**config.mk**
```make
export PLATFORM = sky130hd
export DESIGN_NAME = ppi_8255_sync
export DESIGN_NICKNAME = d
export VERILOG_FILES = /design/src/rtl/ppi_8255_sync.sv
export SDC_FILE = /design/constraint.sdc
export NUM_CORES = 1
export LEC_CHECK = 0
export BUFFER_PORTS_ARGS = -buffer_cell sky130_fd_sc_hd__buf_2
export CORE_ASPECT_RATIO = 0.9
export CORE_MARGIN = 5
export CORE_UTILIZATION = 25
export DETAILED_ROUTE_END_ITERATION = 6
export GPL_ROUTABILITY_DRIVEN = 0
export GPL_TIMING_DRIVEN = 0
export HOLD_SLACK_MARGIN = 0.12
export PLACE_DENSITY = 0.5
export SETUP_SLACK_MARGIN = 0.4
export SYNTH_ARGS = -nofsm -noshare
export SYNTH_HDL_FRONTEND = slang
export SYNTH_SLANG_ARGS = --single-unit
export TNS_END_PERCENT = 30
```
**constraint.sdc**
```tcl
create_clock -name CLK -period 1.6 [get_ports CLK]
set_input_delay 0 -clock CLK [delete_from_list [all_inputs] [get_ports CLK]]
set_output_delay 0 -clock CLK [all_outputs]
set_load 0.01 [all_outputs]
```
**src/rtl/ppi_8255_sync.sv**
```systemverilog
// Clocked 8255-style parallel interface: Mode 0 I/O, Mode 1 strobed handshakes on
// ports A/B, port C bit set/reset, split-direction pins with tristates left to the pads.
module ppi_8255_sync #(
    parameter int unsigned W           = 8,
    parameter int unsigned SYNC_STAGES = 2
) (
    input  logic         CLK,
    input  logic         RESET,
    input  logic         CS_n,
    input  logic         RD_n,
    input  logic         WR_n,
    input  logic [1:0]   A,
    input  logic [W-1:0] D_IN,
    output logic [W-1:0] D_OUT,
    output logic         D_OE,
    input  logic [W-1:0] PA_IN,
    input  logic [W-1:0] PB_IN,
    output logic [W-1:0] PA_OUT,
    output logic [W-1:0] PB_OUT,
    output logic         PA_OE,
    output logic         PB_OE,
    input  logic [7:0]   PC_IN,
    output logic [7:0]   PC_OUT,
    output logic [7:0]   PC_OE,
    output logic         INTR_A,
    output logic         INTR_B
);
    logic [7:0]   ctrl;
    logic [W-1:0] pa_q, pb_q;
    logic [7:0]   pc_q;
    logic         ibf_a, ibf_b, obf_a_n, obf_b_n;
    logic         intr_a, intr_b, inte_a, inte_b;
    logic         wr_prev, rd_prev;

    // Handshake inputs: [0] = PC4 (STB_A_n), [1] = PC6 (ACK_A_n), [2] = PC2 (STB_B_n / ACK_B_n)
    logic [2:0][SYNC_STAGES-1:0] sync_q;
    logic [2:0] hs_pins, hs_now, hs_prev, hs_fall, hs_rise;

    logic mode_a, mode_b, pa_in_dir, pb_in_dir, pcu_in, pcl_in;
    logic wr_ev, rd_fall, rd_rise;
    logic wr_pa, wr_pb, wr_pc, wr_ctrl, wr_bsr;
    logic rd_fall_a, rd_rise_a, rd_fall_b, rd_rise_b;
    logic [2:0] bsr_bit, inte_a_pos;
    logic [7:0] owned, pc_oe_m0, pc_rd;
    logic [W-1:0] rdata;

    assign mode_a    = |ctrl[6:5];
    assign pa_in_dir = ctrl[4];
    assign pcu_in    = ctrl[3];
    assign mode_b    = ctrl[2];
    assign pb_in_dir = ctrl[1];
    assign pcl_in    = ctrl[0];

    assign wr_ev   = ~CS_n & ~WR_n & wr_prev;
    assign rd_fall = ~CS_n & ~RD_n & rd_prev;
    assign rd_rise = ~CS_n & RD_n & ~rd_prev;

    assign wr_pa   = wr_ev & (A == 2'b00);
    assign wr_pb   = wr_ev & (A == 2'b01);
    assign wr_pc   = wr_ev & (A == 2'b10);
    assign wr_ctrl = wr_ev & (A == 2'b11) & D_IN[7];
    assign wr_bsr  = wr_ev & (A == 2'b11) & ~D_IN[7];

    assign rd_fall_a = rd_fall & (A == 2'b00);
    assign rd_rise_a = rd_rise & (A == 2'b00);
    assign rd_fall_b = rd_fall & (A == 2'b01);
    assign rd_rise_b = rd_rise & (A == 2'b01);

    assign bsr_bit    = D_IN[3:1];
    assign inte_a_pos = pa_in_dir ? 3'd4 : 3'd6;

    assign hs_pins = {PC_IN[2], PC_IN[6], PC_IN[4]};
    always_comb begin
        for (int unsigned k = 0; k < 3; k++) begin
            hs_now[k] = sync_q[k][SYNC_STAGES-1];
        end
    end
    assign hs_fall = hs_prev & ~hs_now;
    assign hs_rise = ~hs_prev & hs_now;

    // Port C bits taken over by the Mode 1 handshake of either group
    always_comb begin
        owned = '0;
        if (mode_a) owned = owned | (pa_in_dir ? 8'h38 : 8'hC8);
        if (mode_b) owned = owned | 8'h07;
    end

    assign pc_oe_m0 = {{4{~pcu_in}}, {4{~pcl_in}}};

    always_ff @(posedge CLK) begin
        if (!RESET) begin
            ctrl    <= 8'h9B;
            pa_q    <= '0;
            pb_q    <= '0;
            pc_q    <= '0;
            ibf_a   <= 1'b0;
            ibf_b   <= 1'b0;
            obf_a_n <= 1'b1;
            obf_b_n <= 1'b1;
            intr_a  <= 1'b0;
            intr_b  <= 1'b0;
            inte_a  <= 1'b0;
            inte_b  <= 1'b0;
            wr_prev <= 1'b1;
            rd_prev <= 1'b1;
            sync_q  <= '1;
            hs_prev <= '1;
        end else begin
            wr_prev <= WR_n;
            rd_prev <= RD_n;
            hs_prev <= hs_now;
            for (int unsigned k = 0; k < 3; k++) begin
                sync_q[k][0] <= hs_pins[k];
                for (int unsigned i = 1; i < SYNC_STAGES; i++) begin
                    sync_q[k][i] <= sync_q[k][i-1];
                end
            end

            if (wr_ctrl) begin
                ctrl    <= D_IN[7:0];
                pa_q    <= '0;
                pb_q    <= '0;
                pc_q    <= '0;
                ibf_a   <= 1'b0;
                ibf_b   <= 1'b0;
                obf_a_n <= 1'b1;
                obf_b_n <= 1'b1;
                intr_a  <= 1'b0;
                intr_b  <= 1'b0;
                inte_a  <= 1'b0;
                inte_b  <= 1'b0;
            end else begin
                if (wr_pc) pc_q <= (pc_q & owned) | (D_IN[7:0] & ~owned);
                if (wr_bsr) begin
                    if (mode_a && bsr_bit == inte_a_pos) inte_a <= D_IN[0];
                    else if (mode_b && bsr_bit == 3'd2)  inte_b <= D_IN[0];
                    else if (!owned[bsr_bit])            pc_q[bsr_bit] <= D_IN[0];
                end

                // Clears are issued before sets so a coincident set wins
                if (mode_a) begin
                    if (pa_in_dir) begin
                        if (rd_rise_a) ibf_a  <= 1'b0;
                        if (rd_fall_a) intr_a <= 1'b0;
                        if (hs_fall[0]) begin
                            pa_q  <= PA_IN;
                            ibf_a <= 1'b1;
                        end
                        if (hs_rise[0] && ibf_a && inte_a) intr_a <= 1'b1;
                    end else begin
                        if (hs_fall[1]) obf_a_n <= 1'b1;
                        if (wr_pa) begin
                            pa_q    <= D_IN;
                            obf_a_n <= 1'b0;
                            intr_a  <= 1'b0;
                        end
                        if (hs_rise[1] && obf_a_n && inte_a) intr_a <= 1'b1;
                    end
                end else if (wr_pa && !pa_in_dir) begin
                    pa_q <= D_IN;
                end

                if (mode_b) begin
                    if (pb_in_dir) begin
                        if (rd_rise_b) ibf_b  <= 1'b0;
                        if (rd_fall_b) intr_b <= 1'b0;
                        if (hs_fall[2]) begin
                            pb_q  <= PB_IN;
                            ibf_b <= 1'b1;
                        end
                        if (hs_rise[2] && ibf_b && inte_b) intr_b <= 1'b1;
                    end else begin
                        if (hs_fall[2]) obf_b_n <= 1'b1;
                        if (wr_pb) begin
                            pb_q    <= D_IN;
                            obf_b_n <= 1'b0;
                            intr_b  <= 1'b0;
                        end
                        if (hs_rise[2] && obf_b_n && inte_b) intr_b <= 1'b1;
                    end
                end else if (wr_pb && !pb_in_dir) begin
                    pb_q <= D_IN;
                end
            end
        end
    end

    always_comb begin
        PC_OE  = pc_oe_m0;
        PC_OUT = pc_q;
        pc_rd  = (pc_q & pc_oe_m0) | (PC_IN & ~pc_oe_m0);
        if (mode_a) begin
            if (pa_in_dir) begin
                PC_OE[4]  = 1'b0;
                PC_OE[5]  = 1'b1;
                PC_OUT[5] = ibf_a;
                pc_rd[5]  = ibf_a;
                pc_rd[4]  = inte_a;
            end else begin
                PC_OE[6]  = 1'b0;
                PC_OE[7]  = 1'b1;
                PC_OUT[7] = obf_a_n;
                pc_rd[7]  = obf_a_n;
                pc_rd[6]  = inte_a;
            end
            PC_OE[3]  = 1'b1;
            PC_OUT[3] = intr_a;
            pc_rd[3]  = intr_a;
        end
        if (mode_b) begin
            PC_OE[2]  = 1'b0;
            PC_OE[1]  = 1'b1;
            PC_OE[0]  = 1'b1;
            PC_OUT[1] = pb_in_dir ? ibf_b : obf_b_n;
            PC_OUT[0] = intr_b;
            pc_rd[2]  = inte_b;
            pc_rd[1]  = pb_in_dir ? ibf_b : obf_b_n;
            pc_rd[0]  = intr_b;
        end
    end

    always_comb begin
        rdata = '0;
        case (A)
            2'b00:   rdata = (pa_in_dir && !mode_a) ? PA_IN : pa_q;
            2'b01:   rdata = (pb_in_dir && !mode_b) ? PB_IN : pb_q;
            2'b10:   rdata[7:0] = pc_rd;
            default: rdata[7:0] = ctrl;
        endcase
    end

    assign D_OE   = ~CS_n & ~RD_n;
    assign D_OUT  = D_OE ? rdata : '0;
    assign PA_OUT = pa_q;
    assign PB_OUT = pb_q;
    assign PA_OE  = ~pa_in_dir;
    assign PB_OE  = ~pb_in_dir;
    assign INTR_A = intr_a;
    assign INTR_B = intr_b;

endmodule
```
=== Yosys cells after proc, flatten, opt, wreduce, memory -nomap -nowiden ===
Index checks and enable logic that the tools add are counted.

* Register bits after elaboration: 51
* Input port bits: 39
* Output and inout bits: 45

* $lt $le $gt $ge: 2
* Equal/unequal tests: 11
* Multiplexer cells: 63
* Bitwise operators: 39
* Reductions and logical operators: 40

{| class="wikitable"
|+ Operator list
! cell !! number
|-
| 8-bit 2-to-1 mux || 22
|-
| 8-bit AND || 4
|-
| 3-bit AND reduction || 9
|-
| 1-bit 2-to-1 mux || 26
|-
| 8-bit one-hot mux with 3 select lines || 1
|-
| 1-bit AND || 16
|-
| 8-bit inverter || 2
|-
| 8-bit OR || 2
|-
| 1-bit logical AND || 15
|-
| 2-bit 2-to-1 mux || 6
|-
| 2-bit nonzero test || 6
|-
| 1-bit inverter || 11
|-
| 5-bit 2-to-1 mux || 2
|-
| 3-bit 2-to-1 mux || 3
|-
| 3-bit by 2-bit inequality test with 1-bit output, second input constant || 3
|-
| 8-bit bitwise mux || 1
|-
| 3-bit AND || 2
|-
| 3-bit by 1-bit inequality test with 1-bit output, second input constant || 2
|-
| 3-bit inverter || 2
|-
| 3-bit nonzero test || 2
|-
| 2-bit equality test, second input constant || 2
|-
| 1-bit logical NOT || 4
|-
| 3-bit by 4-bit < comparator with 1-bit output, second input constant || 1
|-
| 2-bit OR reduction || 2
|-
| 9 further kinds || 9
|}

=== Logic depth before layout (Yosys ltp) ===
Gate-level depths: netlist (run 1).

* Depth after elaboration: 14
* Mapped depth: 7
* Depth with buffers taken out: 4

=== Worst setup path before layout (run 1) ===
Ideal clock, no wire load.

* Path kind: register to register
* From: reg ctrl[5]
* To: reg pc_q[1]
* Setup time: 70 ps
* Data arrival time: 1545 ps
* Data required time: 1530 ps
* Setup slack: -15 ps
* Cell stages (with the launch flop): 6
* Period minus slack after synthesis: 1615 ps
* Cell sequence: dfxtp_1 -> clkbuf_1 -> o211ai_1 -> nand4_1 -> or4b_2 -> a21oi_1

* Longest elaborated chain between the ends: 14

{| class="wikitable"
|+ Ends and longest elaborated chain
! item !! line !! RTL
|-
| from (decl) || 28 || <nowiki>logic [7:0] ctrl;</nowiki>
|-
| from (signal assigned) || 120 || <nowiki>ctrl <= D_IN[7:0];</nowiki>
|-
| 2-bit OR reduction (*) || 47 || <nowiki>assign mode_a = |ctrl[6:5];</nowiki>
|-
| 8-bit 2-to-1 mux || 84 || <nowiki>if (mode_a) owned = owned | (pa_in_dir ? 8'h38 : 8'hC8);</nowiki>
|-
| 3-bit 2-to-1 mux || 85 || <nowiki>if (mode_b) owned = owned | 8'h07;</nowiki>
|-
| 8-bit inverter || 133 || <nowiki>if (wr_pc) pc_q <= (pc_q & owned) | (D_IN[7:0] & ~owned);</nowiki>
|-
| 8-bit AND || 133 ||
|-
| 8-bit OR || 133 ||
|-
| 8-bit 2-to-1 mux || 133 ||
|-
| 8-bit 2-to-1 mux || 119 || <nowiki>if (wr_ctrl) begin</nowiki>
|-
| 8-bit 2-to-1 mux || 91 || <nowiki>if (!RESET) begin</nowiki>
|-
| 8-bit bitwise mux || 137 || <nowiki>else if (!owned[bsr_bit]) pc_q[bsr_bit] <= D_IN[0];</nowiki>
|-
| 8-bit 2-to-1 mux || 137 ||
|-
| 8-bit 2-to-1 mux || 136 || <nowiki>else if (mode_b && bsr_bit == 3'd2) inte_b <= D_IN[0];</nowiki>
|-
| 8-bit 2-to-1 mux || 135 || <nowiki>if (mode_a && bsr_bit == inte_a_pos) inte_a <= D_IN[0];</nowiki>
|-
| 8-bit 2-to-1 mux (*) || 134 || <nowiki>if (wr_bsr) begin</nowiki>
|-
| to (signal assigned) || 133 ||
|-
| to (signal, indexed assignment) || 137 ||
|-
| to (decl) || 30 || <nowiki>logic [7:0] pc_q;</nowiki>
|}

Mark *: on every way between the ends. The rest lies on a longest branch, timed or not. The select of a mux whose other input is x is not followed.
A chain may end at the register's enable or synchronous reset.

=== Worst setup path after layout (run 1) ===
* From: reg ctrl[6]
* To: out D_OUT[6]

* Longest elaborated chain between the ends: 6

{| class="wikitable"
|+ Ends and longest elaborated chain
! item !! line !! RTL
|-
| 2-bit OR reduction || 47 ||
|-
| 1-bit logical NOT || 225 || <nowiki>2'b00: rdata = (pa_in_dir && !mode_a) ? PA_IN : pa_q;</nowiki>
|-
| 1-bit logical AND || 225 ||
|-
| 8-bit 2-to-1 mux || 225 ||
|-
| 8-bit one-hot mux with 3 select lines (*) || 224 || <nowiki>case (A)</nowiki>
|-
| 8-bit 2-to-1 mux (*) || 233 || <nowiki>assign D_OUT = D_OE ? rdata : '0;</nowiki>
|-
| to (decl) || 14 || <nowiki>output logic [W-1:0] D_OUT,</nowiki>
|}

Mark *: on every way between the ends. The rest lies on a longest branch, timed or not.

==> results of run 1 <==
metal layers:
metal  wire length [um]  part of all wire  track usage
met2               6390              0.46        0.298
met3                989             0.071       0.0322
met1               6370              0.46        0.265
met5                  0                 0            0
met4                212             0.015       0.0455
sequential cells by signal, summed over array words and instances (netlist names):
register  flops
ctrl          8
inte_a        1
hs_prev       3
obf_a_n       1
ibf_a         1
inte_b        1
PA_OUT        8
wr_prev       1
ibf_b         1
PB_OUT        8
pc_q          8
obf_b_n       1
INTR_B        1
sync_q        3
rd_prev       1
hs_now        3
INTR_A        1
through the flow:
step	instance area [sq um]	utilization
2_1_floorplan	3310	-
3_3_place_gp	3920	0.311
3_5_place_dp	3920	0.311
4_1_cts	5040	0.400
5_1_grt	5280	0.419
6_report	5280	0.419
worst min-delay path by stage:
| stage | endpoint | slack, ns | depth (start not counted) |
|---|---|---|---|
| floorplan | sync_q[0] | 0.07 | 1 |
| CTS | pc_q[2] | 0.008 | 4 |
| global placement | sync_q[2] | 0.21 | 2 |
| detailed placement | sync_q[2] | 0.21 | 2 |
| global route | pc_q[2] | 0.03 | 4 |
| finish | pc_q[2] | 0.01 | 4 |
power by group through the flow:
| stage | logic (mW) | clock network, mW | registers, mW |
|---|---|---|---|
| 2_1_floorplan | 0.261 | 0 | 1.33 |
| 3_3_place_gp | 0.458 | 0 | 1.34 |
| 3_5_place_dp | 0.459 | 0 | 1.34 |
| 4_1_cts | 0.588 | 1.31 | 1.30 |
| 5_1_grt | 0.676 | 1.37 | 1.31 |
| 6_report | 0.633 | 1.30 | 1.31 |
worst max-delay path: stages, from the launching register on:
cell and delay (ns):
dfxtp_2 0.35, clkbuf_8 0.16, o21ba_4 0.26, a2111oi_4 0.34, a221oi_2 0.10, a22o_1 0.24, buf_2 0.14
layout by cell type (no fill, tap or decap), drive strengths merged, types with 7 or more instances in the layout:
master,synthesis,routed
buf,19,138
dfxtp,51,51
mux2i,37,37
nor2,36,36
nand2,31,31
dlygate4sd3,0,27
a211oi,23,23
nand2b,18,18
clkbuf,14,18
inv,10,10
nor2b,9,9
a21oi,9,9
o31ai,8,8
nand4,7,7
nand3,7,7
final cells by class:
class	count	area, sq um
Fill cell	1285	7310
Multi-Input combinational cell	277	2350
Timing Repair Buffer	147	1120
Sequential cell	51	1040
Buffer	33	355
Tap cell	164	205
Clock buffer	5	125
Clock inverter	3	46.3
Inverter	10	41.3
kinds of logic after synthesis:
logic type / Yosys count
compound gates: 92
simple gates: 142
xor+xnor: 1
flops: 51
buf+inv: 43
mux: 42
repair_timing:
action / CTS / global route
buffers inserted: 29 / 5
gates cloned: 3 / 0
gates resized for setup: 83 / 47
setup endpoints to repair: 61 / 63
endpoints found under the hold margin: 29 / 1
pin swaps: 31 / 23
==> results.md, run 1 <==
* Status: finished with violations
* Failing checks: setup timing
* Leakage at 2.26 nW
* Pwr Total at 3.24 mW
* Syn nets at 410
* IO Port Bufs at 81
* Post-Synthesis Cells at 371
* Int Pwr at 2.33 mW
* Synth top cells by count: dfxtp_1 (51), mux2i_1 (37), nor2_1 (36)
* Worst EP required at 1.60 ns
* Count leader, synth: dfxtp_1
* Hold Fails Final Rpt at 0
* Share of cells above drive strength 1 at 0.458
* Pwr Density at 614 nW/um^2
* Post-route setup TNS at -3.02 ns
* Total CTS buffers at 5
* Most used DFF post-synth: dfxtp_1
* I/O pin count at 84
* Mux cell area share after synthesis at 0.134
* Setup crit start: ctrl[6]
* Simple-Gate Fraction of Synth Area at 0.238
* Max transition margin at 0.456
* HPWL Detailed at 9550 um
* Row count at 39
* Clk buf depth at 2
* Reg2Reg Capture Point: pc_q[1]
* Setup Slack @ Placement at -0.291 ns
* Min-Delay Path Class: input pin to register
* Register-to-Register Setup Slack at -0.13 ns
* Die span in y at 117 um
* Antenna diodes at 0
* Final wirelength at 14,000 um
* Skew-Pair Late Insertion Delay at 0.31 ns
* Grt ovf at 0
* Initial Util at 0.253
* Most area-consuming cells after synthesis: dfxtp_1 (32%), mux2i_1 (12%), a211oi_1 (4.5%)
* First-pass GRT wire length at 21,400 um
* Synth Area in XOR/XNOR at 0.00275
* Number of synthesized flops with an enable pin at 0
* Synth warn at 0
* Most area-hungry cell type in the Yosys netlist: dfxtp_1
* Achievable Freq at 527 MHz
* Clk slew on worst S/H paths at 0.08 ns
* Die footprint at 15,100 sq um
* Synthesized area per cell at 8.57 sq um
* Syn Std Cell Area at 3180 sq um
* Largest net degree at the start of global routing at 18
* Netlist cell types at 65
* H-tree depth at 2
* Dpl cells at 616
* Switching power total at 915 uW
* RR Startpoint: ctrl[5]
* Logic pwr share at 0.195
* Fin Clk Skew at 0.00863 ns
* Area grow syn2layout at 66.0%
* Register area share after synthesis at 0.321
* Antenna Nets Post-Route at 0
* Post-synthesis compound-gate area fraction at 0.234
* Max cap viols at 0
* Total GRT Usage at 0.187
* Final WS setup at -0.298 ns
* Setup crit end kind: output pin
* Clock Tree Root: clkbuf_16
* CTS tree: built
* Worst-margin pin slew at 0.816 ns
* Die W at 129 um
* Switching Fraction at 0.282
* Final Cycle Share at 1.19
* VDD IR max at 380 uV
* R2R depth at 6
* DR iter-0 viols at 251
* Clk pwr share at 0.402
* Vias post-DR at 3,613
* Hold_buf cts at 29
* Async SR Flop Fraction at 0
* Synth Register Bits at 51
* Clk sink count at 51
* Hold WS at 0.0102 ns
* Non-Filler Instances at 690
* Critical Path Fanout Max at 7
* Critical path endpoint: D_OUT[6]
* Antenna violations before repair at 0
* Vias in the first global route at 3,608
* DRC viols at 0
* Final min period at 1.90 ns
* Pre-antenna DRT Iters at 6
* Max Transition Viols Final at 0
* CP Data Arrival Time at 1.90 ns
* Largest family of logic cells by synthesized area: simple AND/OR/NAND/NOR gates
* # setup viols final at 31
* Via density at 5.24
* Setup CP Type: register to output pin
* Sequential Power Share at 0.403
* Min-delay src: D_IN[3]
* Top cell type's share of synthesized area at 0.321
* Adder-Cell Fraction of Synth Area at 0
* Critical Path Start Type: register
* WL/cell at 20.2 um
* RSZ-0062 raised after global routing: true
* Total Nets Final at 564
* Core area at 12,600 sq um
Note: power is estimated with default switching activity, not from simulation.
==> run 2: changes to the inputs <==
--- a/config.mk
+++ b/config.mk
@@ -9,12 +9,13 @@
 export CORE_ASPECT_RATIO = 0.9
 export CORE_MARGIN = 5
 export CORE_UTILIZATION = 25
+export CTS_BUF_LIST = sky130_fd_sc_hd__clkbuf_16
 export DETAILED_ROUTE_END_ITERATION = 6
 export GPL_ROUTABILITY_DRIVEN = 0
 export GPL_TIMING_DRIVEN = 0
 export HOLD_SLACK_MARGIN = 0.12
 export PLACE_DENSITY = 0.5
-export SETUP_SLACK_MARGIN = 0.4
+export SETUP_SLACK_MARGIN = 0.5
 export SYNTH_ARGS = -nofsm -noshare
 export SYNTH_HDL_FRONTEND = slang
 export SYNTH_SLANG_ARGS = --single-unit
==> run 2 against run 1 <==
Effect of this change: core utilization rose by 0.060 points; largest cell class unchanged; sequential share of layout area about the same; first-iteration DRC count decreased by 0.40%; the run still ends with setup timing left; setup slack better by 0.0021 ns; fmax increased by 0.11%; critical path type unchanged; cell count shrank 0.43%.
==> results.md, run 2 (synthesized netlist as in run 1, its figures left out) <==
* Status: finished with violations
* Failing checks: setup timing
* Commonest non-fill, non-tap cell in the layout: buf_2
* Critical Path Start Type: register
* IO Port Bufs at 81
* Min-Delay Path Class: input pin to register
* Dpl cells at 616
* I/O pin count at 84
* CP Data Arrival Time at 1.90 ns
* Area grow syn2layout at 66.2%
* Sequential Power Share at 0.404
* Switching power total at 908 uW
* Final Cycle Share at 1.19
* Int Pwr at 2.32 mW
* RSZ-0062 raised after global routing: true
* Final WS setup at -0.296 ns
* WL/cell at 20.4 um
* Achievable Freq at 527 MHz
* Total Nets Final at 561
* Antenna violations before repair at 0
* Clk slew on worst S/H paths at 0.08 ns
* Die footprint at 15,100 sq um
* Setup crit end kind: output pin
* Worst EP required at 1.60 ns
* VDD IR max at 377 uV
* Setup CP Type: register to output pin
* Max Transition Viols Final at 0
* Switching Fraction at 0.281
* Critical Path Fanout Max at 7
* Cell Area, Placed at 3920 sq um
* HPWL Detailed at 9550 um
* Clk buf depth at 2
* Skew-Pair Late Insertion Delay at 0.31 ns
* Row count at 39
* Fin Clk Skew at 0.00972 ns
* Final min period at 1.90 ns
* Worst-margin pin slew at 0.811 ns
* Clk sink count at 51
* Initial Util at 0.253
* Hold WS at 0.0125 ns
* Core area at 12,600 sq um
* H-tree depth at 2
* Final wirelength at 14,000 um
* Post-route setup TNS at -3.00 ns
* Total GRT Usage at 0.187
* Clk pwr share at 0.401
* Die span in y at 117 um
* Hold_buf cts at 26
* Filler cell count at 1,285
* First-pass GRT wire length at 21,300 um
* Logic pwr share at 0.195
* DR iter-0 viols at 250
* Non-Filler Instances at 687
* Via density at 5.26
* Leakage at 2.25 nW
* Setup Slack @ Placement at -0.291 ns
* Hold Fails Final Rpt at 0
* Grt ovf at 0
* Antenna Nets Post-Route at 0
* Die W at 129 um
* Pwr Total at 3.23 mW
* Vias post-DR at 3,616
* CTS tree: built
* Clock Tree Root: clkbuf_16
* Antenna diodes at 0
* Pre-antenna DRT Iters at 4
* Max cap viols at 0
* Post-layout util at 0.420
* Commonest cells after routing, fill and taps aside: buf_2 (75), dfxtp_1 (45), mux2i_1 (34)
* Vias in the first global route at 3,588
* Final Cell Area at 5290 sq um
* Largest net degree at the start of global routing at 18
* Total CTS buffers at 5
* DRC viols at 0
* Pwr Density at 611 nW/um^2
* # setup viols final at 31
* Max transition margin at 0.459
* Share of cells above drive strength 1 at 0.467
[run 2: worst max-delay path, stage by stage, from the launching register on]
cell and delay [ns]:
dfxtp_2 0.35, clkbuf_8 0.16, o21ba_4 0.26, a2111oi_4 0.34, a221oi_2 0.10, a22o_1 0.24
buf_2 0.14
[run 2: area by class of cell]
class	instances	area, sq um	share of cell area
multi-input cells	277	2370	0.448
repair buffers	144	1100	0.208
flip-flops and latches	51	1040	0.196
plain buffers	33	368	0.0696
well taps	164	205	0.0388
clock buffers	5	125	0.0237
clock inverters	3	46.3	0.00876
inverters	10	41.3	0.00781
[run 2: final timing paths]
check            start         to  slack (ns)  cells after the start
max reg2reg    ctrl[5]    pc_q[1]       -0.13                      6
max            ctrl[6]   D_OUT[6]       -0.30                      6
min            D_IN[3]    pc_q[2]        0.01                      4
min reg2reg  sync_q[4]  hs_now[2]        0.41                      1
[run 2: per-layer routing]
metal	GRT usage	part of all wire	wire [um]	vias up
li1	-	-	-	1672
met1	0.264	0.46	6400	1794
met2	0.297	0.45	6350	131
met3	0.0331	0.071	988	19
met4	0.0455	0.018	247	0
met5	0	0	0	-
[run 2: power by group through the flow]
stage	clock network, mW	logic, mW	registers, mW
after detailed placement	0	0.459	1.34
after floorplan	0	0.261	1.33
after global routing	1.37	0.671	1.31
final	1.30	0.629	1.31
after CTS	1.31	0.584	1.30
after global placement	0	0.458	1.34
[run 2: repair_timing]
item	4_1_cts	5_1_grt
buffers inserted	29	5
setup endpoints to repair	63	63
pin swaps	32	24
gates resized for setup	86	52
gates cloned	3	0
hold endpoints to repair	29	1
